<file path="src/rtl/mdu_pkg.sv">
// mdu_pkg: shared types for the M-extension multiply/divide unit
// op encodings follow RV funct3, FSM states for the iterative sequencer
package mdu_pkg;

  typedef enum logic [2:0] {
    MUL    = 3'd0,
    MULH   = 3'd1,
    MULHSU = 3'd2,
    MULHU  = 3'd3,
    DIV    = 3'd4,
    DIVU   = 3'd5,
    REM    = 3'd6,
    REMU   = 3'd7
  } mdu_op_e;

  typedef enum logic [1:0] {
    IDLE = 2'd0,
    CALC = 2'd1,
    FIN  = 2'd2
  } mdu_state_e;

  function automatic logic is_div(input logic [2:0] o);
    return o inside {DIV, DIVU, REM, REMU};
  endfunction

  function automatic logic is_rem(input logic [2:0] o);
    return o inside {REM, REMU};
  endfunction

  function automatic logic signed_a(input logic [2:0] o);
    return o inside {MULH, MULHSU, DIV, REM};
  endfunction

  function automatic logic signed_b(input logic [2:0] o);
    return o inside {MULH, DIV, REM};
  endfunction

endpackage

</file>
<file path="src/rtl/mdu_iter_core.sv">
// mdu_iter_core: one radix-2 step, shift-add multiply or restoring divide
// purely combinational; the caller owns acc/lo/opnd registers
module mdu_iter_core #(
  parameter int XLEN = 32
) (
  input  logic            is_div,
  input  logic [XLEN:0]   acc,
  input  logic [XLEN-1:0] lo,
  input  logic [XLEN-1:0] opnd,
  output logic [XLEN:0]   acc_n,
  output logic [XLEN-1:0] lo_n
);

  logic [XLEN-1:0] addend;
  logic [XLEN:0]   sum;
  logic [XLEN:0]   shl;
  logic [XLEN+1:0] diff;

  always_comb begin
    addend = lo[0] ? opnd : '0;
    sum    = acc + {1'b0, addend};
    shl    = {acc[XLEN-1:0], lo[XLEN-1]};
    diff   = {1'b0, shl} - {2'b00, opnd};
    if (is_div) begin
      // borrow out means the trial subtract failed: restore
      acc_n = diff[XLEN+1] ? shl : diff[XLEN:0];
      lo_n  = {lo[XLEN-2:0], ~diff[XLEN+1]};
    end else begin
      acc_n = {1'b0, sum[XLEN:1]};
      lo_n  = {sum[0], lo[XLEN-1:1]};
    end
  end

endmodule

</file>
<file path="src/rtl/mul_div_unit.sv">
// mul_div_unit: iterative RV M-extension unit, one step per cycle
// magnitudes are iterated, sign fixed up on the way into FIN
module mul_div_unit
  import mdu_pkg::*;
#(
  parameter int XLEN  = 32,
  parameter int CNT_W = $clog2(XLEN) + 1
) (
  input  logic            clk,
  input  logic            rst,
  input  logic            start,
  input  logic [2:0]      op,
  input  logic [XLEN-1:0] a,
  input  logic [XLEN-1:0] b,
  input  logic            kill,
  output logic            busy,
  output logic            done,
  output logic [XLEN-1:0] result
);

  localparam logic [XLEN-1:0] MIN_NEG =
    {1'b1, {(XLEN-1){1'b0}}};
  localparam logic [CNT_W-1:0] LAST = CNT_W'(XLEN);

  mdu_state_e state_q;
  mdu_state_e state_n;
  mdu_op_e    op_q;

  logic [CNT_W-1:0] cnt_q;
  logic [CNT_W-1:0] cnt_n;
  logic [XLEN:0]    acc_q;
  logic [XLEN:0]    step_acc;
  logic [XLEN-1:0]  lo_q;
  logic [XLEN-1:0]  opnd_q;
  logic [XLEN-1:0]  step_lo;
  logic             neg_q;
  logic             spec_q;

  logic             accept;
  logic             sa;
  logic             sb;
  logic             div0;
  logic             ovf;
  logic             spec_in;
  logic             neg_in;
  logic             fin_load;
  logic [XLEN-1:0]  mag_a;
  logic [XLEN-1:0]  mag_b;
  logic [XLEN-1:0]  spec_val;
  logic [XLEN-1:0]  qr;
  logic [XLEN-1:0]  fix_val;
  logic [2*XLEN-1:0] prod;
  logic [2*XLEN-1:0] prod_s;

  mdu_iter_core #(
    .XLEN(XLEN)
  ) u_core (
    .is_div(is_div(op_q)),
    .acc   (acc_q),
    .lo    (lo_q),
    .opnd  (opnd_q),
    .acc_n (step_acc),
    .lo_n  (step_lo)
  );

  always_comb begin
    accept  = (state_q == IDLE) && start && !kill;
    sa      = signed_a(op) && a[XLEN-1];
    sb      = signed_b(op) && b[XLEN-1];
    mag_a   = sa ? -a : a;
    mag_b   = sb ? -b : b;
    div0    = is_div(op) && (b == '0);
    ovf     = is_div(op) && signed_b(op)
              && (a == MIN_NEG) && (b == '1);
    spec_in = div0 || ovf;
    // remainder follows the dividend, quotient the xor
    neg_in  = is_rem(op) ? sa : (sa ^ sb);
    if (div0) begin
      spec_val = is_rem(op) ? a : '1;
    end else begin
      spec_val = is_rem(op) ? '0 : a;
    end
  end

  always_comb begin
    cnt_n  = cnt_q + CNT_W'(1);
    prod   = {step_acc[XLEN-1:0], step_lo};
    prod_s = neg_q ? -prod : prod;
    qr     = is_rem(op_q) ? step_acc[XLEN-1:0] : step_lo;
    if (is_div(op_q)) begin
      fix_val = neg_q ? -qr : qr;
    end else if (op_q == MUL) begin
      fix_val = prod_s[XLEN-1:0];
    end else begin
      fix_val = prod_s[2*XLEN-1:XLEN];
    end
  end

  always_comb begin
    state_n = state_q;
    unique case (state_q)
      IDLE: begin
        if (accept) state_n = CALC;
      end
      CALC: begin
        if (kill) begin
          state_n = IDLE;
        end else if (spec_q || cnt_n == LAST) begin
          state_n = FIN;
        end
      end
      FIN:     state_n = IDLE;
      default: state_n = IDLE;
    endcase
  end

  assign fin_load = (state_q == CALC) && (state_n == FIN);

  always_ff @(posedge clk or posedge rst) begin
    if (rst) begin
      state_q <= IDLE;
    end else begin
      state_q <= state_n;
    end
  end

  always_ff @(posedge clk or posedge rst) begin
    if (rst) begin
      busy   <= 1'b0;
      done   <= 1'b0;
      result <= '0;
      op_q   <= MUL;
      cnt_q  <= '0;
      acc_q  <= '0;
      lo_q   <= '0;
      opnd_q <= '0;
      neg_q  <= 1'b0;
      spec_q <= 1'b0;
    end else begin
      busy <= (state_n != IDLE);
      done <= (state_n == FIN);
      if (accept) begin
        op_q   <= mdu_op_e'(op);
        cnt_q  <= '0;
        acc_q  <= '0;
        lo_q   <= spec_in ? spec_val : mag_a;
        opnd_q <= mag_b;
        neg_q  <= neg_in;
        spec_q <= spec_in;
      end else if (state_q == CALC && !spec_q) begin
        acc_q <= step_acc;
        lo_q  <= step_lo;
        cnt_q <= cnt_n;
      end
      if (fin_load) begin
        result <= spec_q ? lo_q : fix_val;
      end
    end
  end

endmodule

</file>
<file path="config.mk">
export PLATFORM = sky130hd
export DESIGN_NAME = mul_div_unit
export DESIGN_NICKNAME = d
export VERILOG_FILES = /design/src/rtl/mdu_pkg.sv /design/src/rtl/mdu_iter_core.sv /design/src/rtl/mul_div_unit.sv
export SDC_FILE = /design/constraint.sdc
export NUM_CORES = 1
export LEC_CHECK = 0
export BUFFER_PORTS_ARGS = -buffer_cell sky130_fd_sc_hd__buf_2
export CORE_MARGIN = 2
export CORE_UTILIZATION = 34
export DETAILED_ROUTE_END_ITERATION = 12
export MAX_ROUTING_LAYER = met4
export SYNTH_ARGS = -nofsm -noshare
export SYNTH_HDL_FRONTEND = slang
export SYNTH_SLANG_ARGS = --single-unit
</file>
<file path="constraint.sdc">
create_clock -name clk -period 13.2 [get_ports clk]
set_clock_uncertainty 0.15 [all_clocks]
set_input_delay 2.64 -clock clk [delete_from_list [all_inputs] [get_ports clk]]
set_output_delay 2.64 -clock clk [all_outputs]
set_load 0.03 [all_outputs]
</file>
==> summary.md, run 1 <==
| Metric | Value |
|---|---|
| Outcome | `completed` |
| Critical Path Fanout Max | `22` |
| Final ANT Viol Nets | `0` |
| Reg clk slew, reported paths | `70 ps` |
| CTS Buffer Depth | `2` |
| Gr busiest metal | `met2` |
| Worst-path cell chain | `buf_4 -> inv_1 -> ha_1 -> nor2b_1 -> o2111ai_1 -> a21boi_1 -> o31a_1 -> buf_4 -> nor2_2 -> nor2_1 -> nor2_1 -> ha_1 -> o221ai_1 -> or4b_1 -> nand2b_1 -> or3_1 -> nor3_1 -> nand2_1 -> or3_1 -> or4_1 -> nand3_1 -> o21ai_1` |
| Rows | `82` |
| CP Buf/Inv Count | `3` |
| Setup Fix Bufs, Post-CTS | `0` |
| DRC violations left | `0` |
| Slowest-stage cell, CP | `or4b_1` |
| CP delay by family, top | `simple AND/OR/NAND/NOR gates` |
| Post-Route WL | `74090 um` |
| Placed inst area | `18150 sq um` |
| Initial Util | `34.33%` |
| Yosys top cell area share | `21.01%` |
| Worst-skew pair later-pin latency | `480 ps` |
| Wire per inst | `24.16 um` |
| Final core occ | `37.50%` |
| Cts bufs inserted | `17` |
| Initial antenna violation count | `3` |
| Post-synth EDFFs | `0` |
| Via density | `6.319` |
| Vias in the first global route | `18000` |
| RSZ-0062 raised after global routing | `no` |
| Synth top cells by count | `nand2_1, o21ai_0, nor2_1, a21oi_1, dfrtp_1` |
| H-Tree Depth | `4` |
| Hold-fix buffers, CTS | `0` |
| Routability cong. | `0.9885` |
| Critical path class | `reg2reg` |
| Fin. Hold Viols | `0` |
| DR vias | `19380` |
| I/O pins | `105` |
| Synth Flop Type | `dfrtp_1` |
| Total Die Area | `52260 sq um` |
| Ys Warns | `0` |
| Met2 usage | `43.44%` |
| Max Slew Vio Count | `0` |
| Placed cells | `3035` |
| Pleak | `0.007691 uW` |
| Critical path startpoint category | `register` |
| Ranking of synthesized cells by area | `dfrtp_1, o21ai_0, nand2_1` |
| CTS Sinks | `144` |
| Mapped Cells | `2382` |
| Number of synthesized register bits | `144` |
| Leading area contributor after synthesis | `dfrtp_1` |
| Mapped Nets | `2525` |
| Register area share after synthesis | `21.01%` |
| Worst setup EP type | `register` |
| Share of layout cells above drive strength 1 | `10.69%` |
| Synthesized area per cell | `7.201 sq um` |
| IO Port Bufs | `104` |
| Fin crit share | `50.40%` |
| Width of the die | `228.6 um` |
| Pre-antenna DRT Iters | `6` |
| GR Layer Usage met1 | `36.87%` |
| Post-Synthesis Cell Area | `17150 sq um` |
| Initial drt markers | `2267` |
| Top-count cell post-synth | `nand2_1` |
| Die height | `228.6 um` |
| Synth async-reset ratio | `100.0%` |
| Max Cap Viol | `0` |
| Yosys cell types | `104` |
| N_diodes | `0` |
| Pin count of the biggest net entering global routing | `101` |
| Rel. slew slack | `25.02%` |
| Max VDD drop | `0.1609 mV` |
| Total track usage | `28.53%` |
| Setup TNS Final | `0 ps` |
| Critical Path Max Stage Delay | `710 ps` |
| Area grow syn2layout | `9.228%` |
| Post-DP HPWL | `56620 um` |
| CORE AREA | `49970 sq um` |
| Post-cts sizing count | `0` |
| CTS tree | `built` |
| Fin crit period | `6653 ps` |
| Worst-Margin Slew | `1125 ps` |
| Global-route track usage on met3 | `5.402%` |
| Final setup vio count | `0` |
| Crit path DAT | `6860 ps` |
| First-pass GRT wire length | `111900 um` |
| Final worst setup slack | `6547 ps` |
| Achievable Freq | `150.3 MHz` |
| Non-filler cells, final | `3067` |
| Finished Cell Area | `18740 sq um` |
| Final Net Count | `2525` |
| Total gr overflow | `0` |
| Worst hold-check path type | `reg2reg` |
| Data required, critical path | `13410 ps` |
| Setup WS pre-CTS | `6217 ps` |
| Clk root buf | `clkbuf_16` |
| Pwr dens | `238.1 nW/um^2` |
==> layer usage <==
layer	part of all wire [%]	vias to the layer above	wire, um
li1	-	8892	-
met4	4.8	0	3530
met2	44	1015	32910
met3	8.8	180	6488
met5	0	-	0
met1	42	9294	31160
==> cell type report <==
type                            count  area, sq um
Fill cell                        5370        31230
Multi-Input combinational cell   2009        12640
Sequential cell                   144         3608
Tap cell                          672        840.8
Timing Repair Buffer              140        790.8
Clock buffer                       18        439.2
Inverter                           70        267.8
Clock inverter                     14        146.4
==> final timing paths <==
path                            start    endpoint  slack [ps]  cells after the start
setup / recovery             lo_q[31]  result[26]        6550                     22
hold / removal             result[26]  result[26]         340                      2
setup reg to reg             lo_q[31]  result[26]        6550                     22
hold reg to reg            result[26]  result[26]         340                      2
max in group asynchronous         rst     op_q[2]        9250                      3
min in group asynchronous         rst  opnd_q[19]        2130                      2
==> stage by stage <==
step | hold WS [ps] | total power (uW)
after floorplan | 307.1 | 2832
after global placement | 324.2 | 3819
after detailed placement | 334.1 | 3835
after CTS | 348.2 | 4357
after global routing | 376.9 | 4712
final | 337.2 | 4461
==> cell families (layout without fill, tap and decap cells) <==
logic type	Yosys count	count (layout)	share of synthesized area [%]
buffers and inverters	229	242	5.427
AND/OR/NAND/NOR	932	932	27.30
adder cells (fa/ha/maj)	72	72	5.340
flip-flops	144	144	21.01
multiplexers	55	55	3.326
AO/OA/AOI/OAI	831	831	31.52
XOR/XNOR	119	119	6.076
==> power breakdown <==
part / internal (uW) / switching, uW / total [uW] / leakage (uW)
sequential: 556 / 254 / 810 / 0.00186
clock: 271 / 238 / 509 / 0.000276
combinational: 1060 / 2090 / 3140 / 0.00555
==> cell usage in the layout, fill, tap and decap left out, types with 11 or more instances in the layout <==
master and n:
clkbuf_16 17, xor2_1 45, buf_4 36, nor3b_1 11, a31oi_1 43, a22o_1 18, a21oi_1 169, inv_1 68
nor4_1 24, or3_1 33, dfrtp_1 142, a211oi_1 26, and2_1 52, a21o_1 35, nand2b_1 16, nand2_1 298
o311ai_0 23, nand4_1 40, mux2i_1 39, or4_1 11, ha_1 70, a221oi_1 14, nor2b_1 22, o31ai_1 34
and3_1 32, a31o_2 13, o211ai_1 22, mux2_2 16, nand3_1 62, xnor2_1 74, o21a_1 26, buf_2 104
o21ai_0 255, o21ai_1 15, nor2_1 175, nor3_1 81
==> flip-flops by register name, summed over array words and instances (netlist names), 2 cells and up <==
register and flops:
state_q 2, acc_q 33, cnt_q 6, lo_q 32, result 32, opnd_q 32
op_q 3
==> worst reg2reg max path, cell delays in order (launching register included) <==
cell and delay [ps]:
dfrtp_1 360, buf_4 180, inv_1 250, ha_1 240, nor2b_1 80, o2111ai_1 450, a21boi_1 230, o31a_1 280
buf_4 220, nor2_2 120, nor2_1 130, nor2_1 220, ha_1 220, o221ai_1 230, or4b_1 710, nand2b_1 280
or3_1 410, nor3_1 360, nand2_1 170, or3_1 490, or4_1 550, nand3_1 130, o21ai_1 80
No activity file was read; power rests on OpenSTA's default activity.
==> inputs of run 2 (changes only) <==
--- a/config.mk
+++ b/config.mk
@@ -5,6 +5,7 @@
 export SDC_FILE = /design/constraint.sdc
 export NUM_CORES = 1
 export LEC_CHECK = 0
+export ABC_AREA = 1
 export BUFFER_PORTS_ARGS = -buffer_cell sky130_fd_sc_hd__buf_2
 export CORE_MARGIN = 2
 export CORE_UTILIZATION = 34
==> constraint.sdc (replaced) <==
create_clock -name clk -period 5.5 [get_ports clk]
set_clock_uncertainty 0.15 [all_clocks]
set_input_delay 1.1 -clock clk [delete_from_list [all_inputs] [get_ports clk]]
set_output_delay 1.1 -clock clk [all_outputs]
set_load 0.03 [all_outputs]
==> run 2 against run 1 <==
Against the previous run: utilization grew 0.61 points; die area increased by 8.5%; total power rose to 2.8 times the previous value; largest power group unchanged.
==> summary.md, run 2 <==
| Metric | Value |
|---|---|
| Fin crit share | `91.81%` |
| Slowest-stage cell, CP | `dfrtp_1` |
| Top-count cell post-synth | `nand2_1` |
| Wire per inst | `19.75 um` |
| CTS tree | `built` |
| Via density | `5.375` |
| N_diodes | `0` |
| IO Port Bufs | `104` |
| Max reg flops | `33` |
| Post-Synthesis Cell Area | `18640 sq um` |
| Initial drt markers | `2399` |
| Number of synthesized register bits | `144` |
| Worst setup EP type | `register` |
| Achievable Freq | `198.0 MHz` |
| Post-synth EDFFs | `0` |
| Setup Fix Bufs, Post-CTS | `0` |
| Total track usage | `29.45%` |
| Cts bufs inserted | `17` |
| Synth top cells by count | `nand2_1, inv_1, nand3_1, nor2_1, o21ai_0` |
| First-pass GRT wire length | `123900 um` |
| Mapped Nets | `3479` |
| Ranking of synthesized cells by area | `nand2_1, dfrtp_1, inv_1` |
| Synthesized area per cell | `5.588 sq um` |
| Leading area contributor after synthesis | `nand2_1` |
| Synth async-reset ratio | `100.0%` |
| Reg clk slew, reported paths | `70 ps` |
| Final ANT Viol Nets | `0` |
| Most numerous cell on the critical path | `nand2_1` |
| Register area share after synthesis | `19.33%` |
| Pwr dens | `601.1 nW/um^2` |
| Final Net Count | `3546` |
| Pleak | `0.01109 uW` |
| Routability cong. | `1.001` |
| Crit path DAT | `5310 ps` |
| Initial antenna violation count | `1` |
| I/O pins | `105` |
| Post-DP HPWL | `64910 um` |
| Synth Flop Type | `dfrtp_1` |
| Data required, critical path | `5760 ps` |
| Yosys top cell area share | `21.52%` |
| Critical Path Fanout Max | `5` |
| Worst hold-check path type | `reg2reg` |
| Max VDD drop | `0.2596 mV` |
| Initial Util | `34.50%` |
| CTS Sinks | `144` |
| Total Die Area | `56720 sq um` |
| Yosys cell types | `54` |
| Clk root buf | `clkbuf_16` |
| DR vias | `22100` |
| Critical Path Max Stage Delay | `500 ps` |
| Vias in the first global route | `20580` |
| Die height | `238.2 um` |
| Share of layout cells above drive strength 1 | `8.929%` |
| Ys Warns | `0` |
| Rel. slew slack | `29.09%` |
| Setup TNS Final | `0 ps` |
| Max Slew Vio Count | `0` |
| Rows | `85` |
| CORE AREA | `54030 sq um` |
| Fin crit period | `5049 ps` |
| Final worst setup slack | `450.6 ps` |
| Pin count of the biggest net entering global routing | `91` |
| Largest Register | `acc_q` |
| Mapped Cells | `3336` |
| Critical path class | `reg2reg` |
| Pre-antenna DRT Iters | `8` |
| Placed cells | `4080` |
| Most common cell after layout, fill and taps aside | `nand2_1` |
| Outcome | `completed` |
| Non-filler cells, final | `4112` |
| Area grow syn2layout | `10.44%` |
| Max Cap Viol | `0` |
| Total gr overflow | `0` |
| Critical path startpoint category | `register` |
| Worst-Margin Slew | `1053 ps` |
| Fin. Hold Viols | `0` |
| R2R Setup Slk | `450 ps` |
| Final setup vio count | `0` |
| Most frequent cells in the layout | `nand2_1, inv_1, nand3_1` |
| Width of the die | `238.2 um` |
| Post-Route WL | `81210 um` |
| RSZ-0062 raised after global routing | `no` |
| CTS Buffer Depth | `2` |
| H-Tree Depth | `4` |
| Overall Power | `12380 uW` |
| Setup WS pre-CTS | `592.6 ps` |
| Worst-skew pair later-pin latency | `480 ps` |
| DRC violations left | `0` |
-- run 2: cells by family (layout without fill, tap and decap cells) --
group	after synthesis	in the layout	share of synthesized area, %
flip-flops	144	144	19.33
adder cells (fa/ha/maj)	72	72	4.913
buffers and inverters	611	691	12.87
AO/OA/AOI/OAI	504	504	14.93
AND/OR/NAND/NOR	1926	1926	44.24
XOR/XNOR	79	79	3.712
-- run 2: repair_timing --
item,in CTS,in global routing
gates resized for setup,0,1
hold buffers,0,0
endpoints found under the setup margin,0,1
-- run 2: final cells by class --
class / instances / area (sq um)
fill: 6107 / 33440
multi-input combinational: 2581 / 12660
sequential: 144 / 3608
inverter: 491 / 1848
timing repair buffer: 168 / 1026
tap: 696 / 870.8
clock buffer: 21 / 470.5
clock inverter: 11 / 105.1
-- run 2: layer usage --
metal	routed length (um)	vias to the layer above	GRT usage [%]	part of all wire, %
li1	-	10890	-	-
met5	0	-	-	0
met2	35190	927	44.39	43
met4	3025	0	10.27	3.7
met3	6645	136	5.056	8.2
met1	36350	10150	39.70	45
-- run 2: power by group --
group / switching [uW] / internal [uW] / total [uW]
clock network: 539 / 661 / 1200
logic: 6570 / 2710 / 9280
registers: 466 / 1430 / 1900
-- run 2: path summary, 6_finish.rpt --
check,start,endpoint,cells after the start
hold reg to reg,result[31],result[31],2
min in group asynchronous,rst,opnd_q[12],2
setup / recovery,opnd_q[28],result[20],28
hold / removal,result[31],result[31],2
setup reg to reg,opnd_q[28],result[20],28
max in group asynchronous,rst,lo_q[22],3
-- run 2: through the flow --
step | utilization [%] | instance area (sq um) | hold slack [ps]
3_3_place_gp | 37.03 | 20000 | 313.4
6_report | 38.11 | 20590 | 324.6
4_1_cts | 38.09 | 20580 | 331.4
2_1_floorplan | - | 18640 | 303.7
5_1_grt | 38.11 | 20590 | 357.8
3_5_place_dp | 37.03 | 20000 | 314.8
-- run 2: critical path: cells and delay by family (launching register included) --
kind,cells,cell delay (ps)
buffers and inverters,1,90
and+or+nand+nor,21,2740
DFF,1,500
AOI/OAI and AO/OA,4,920
adders and majority gates,2,590
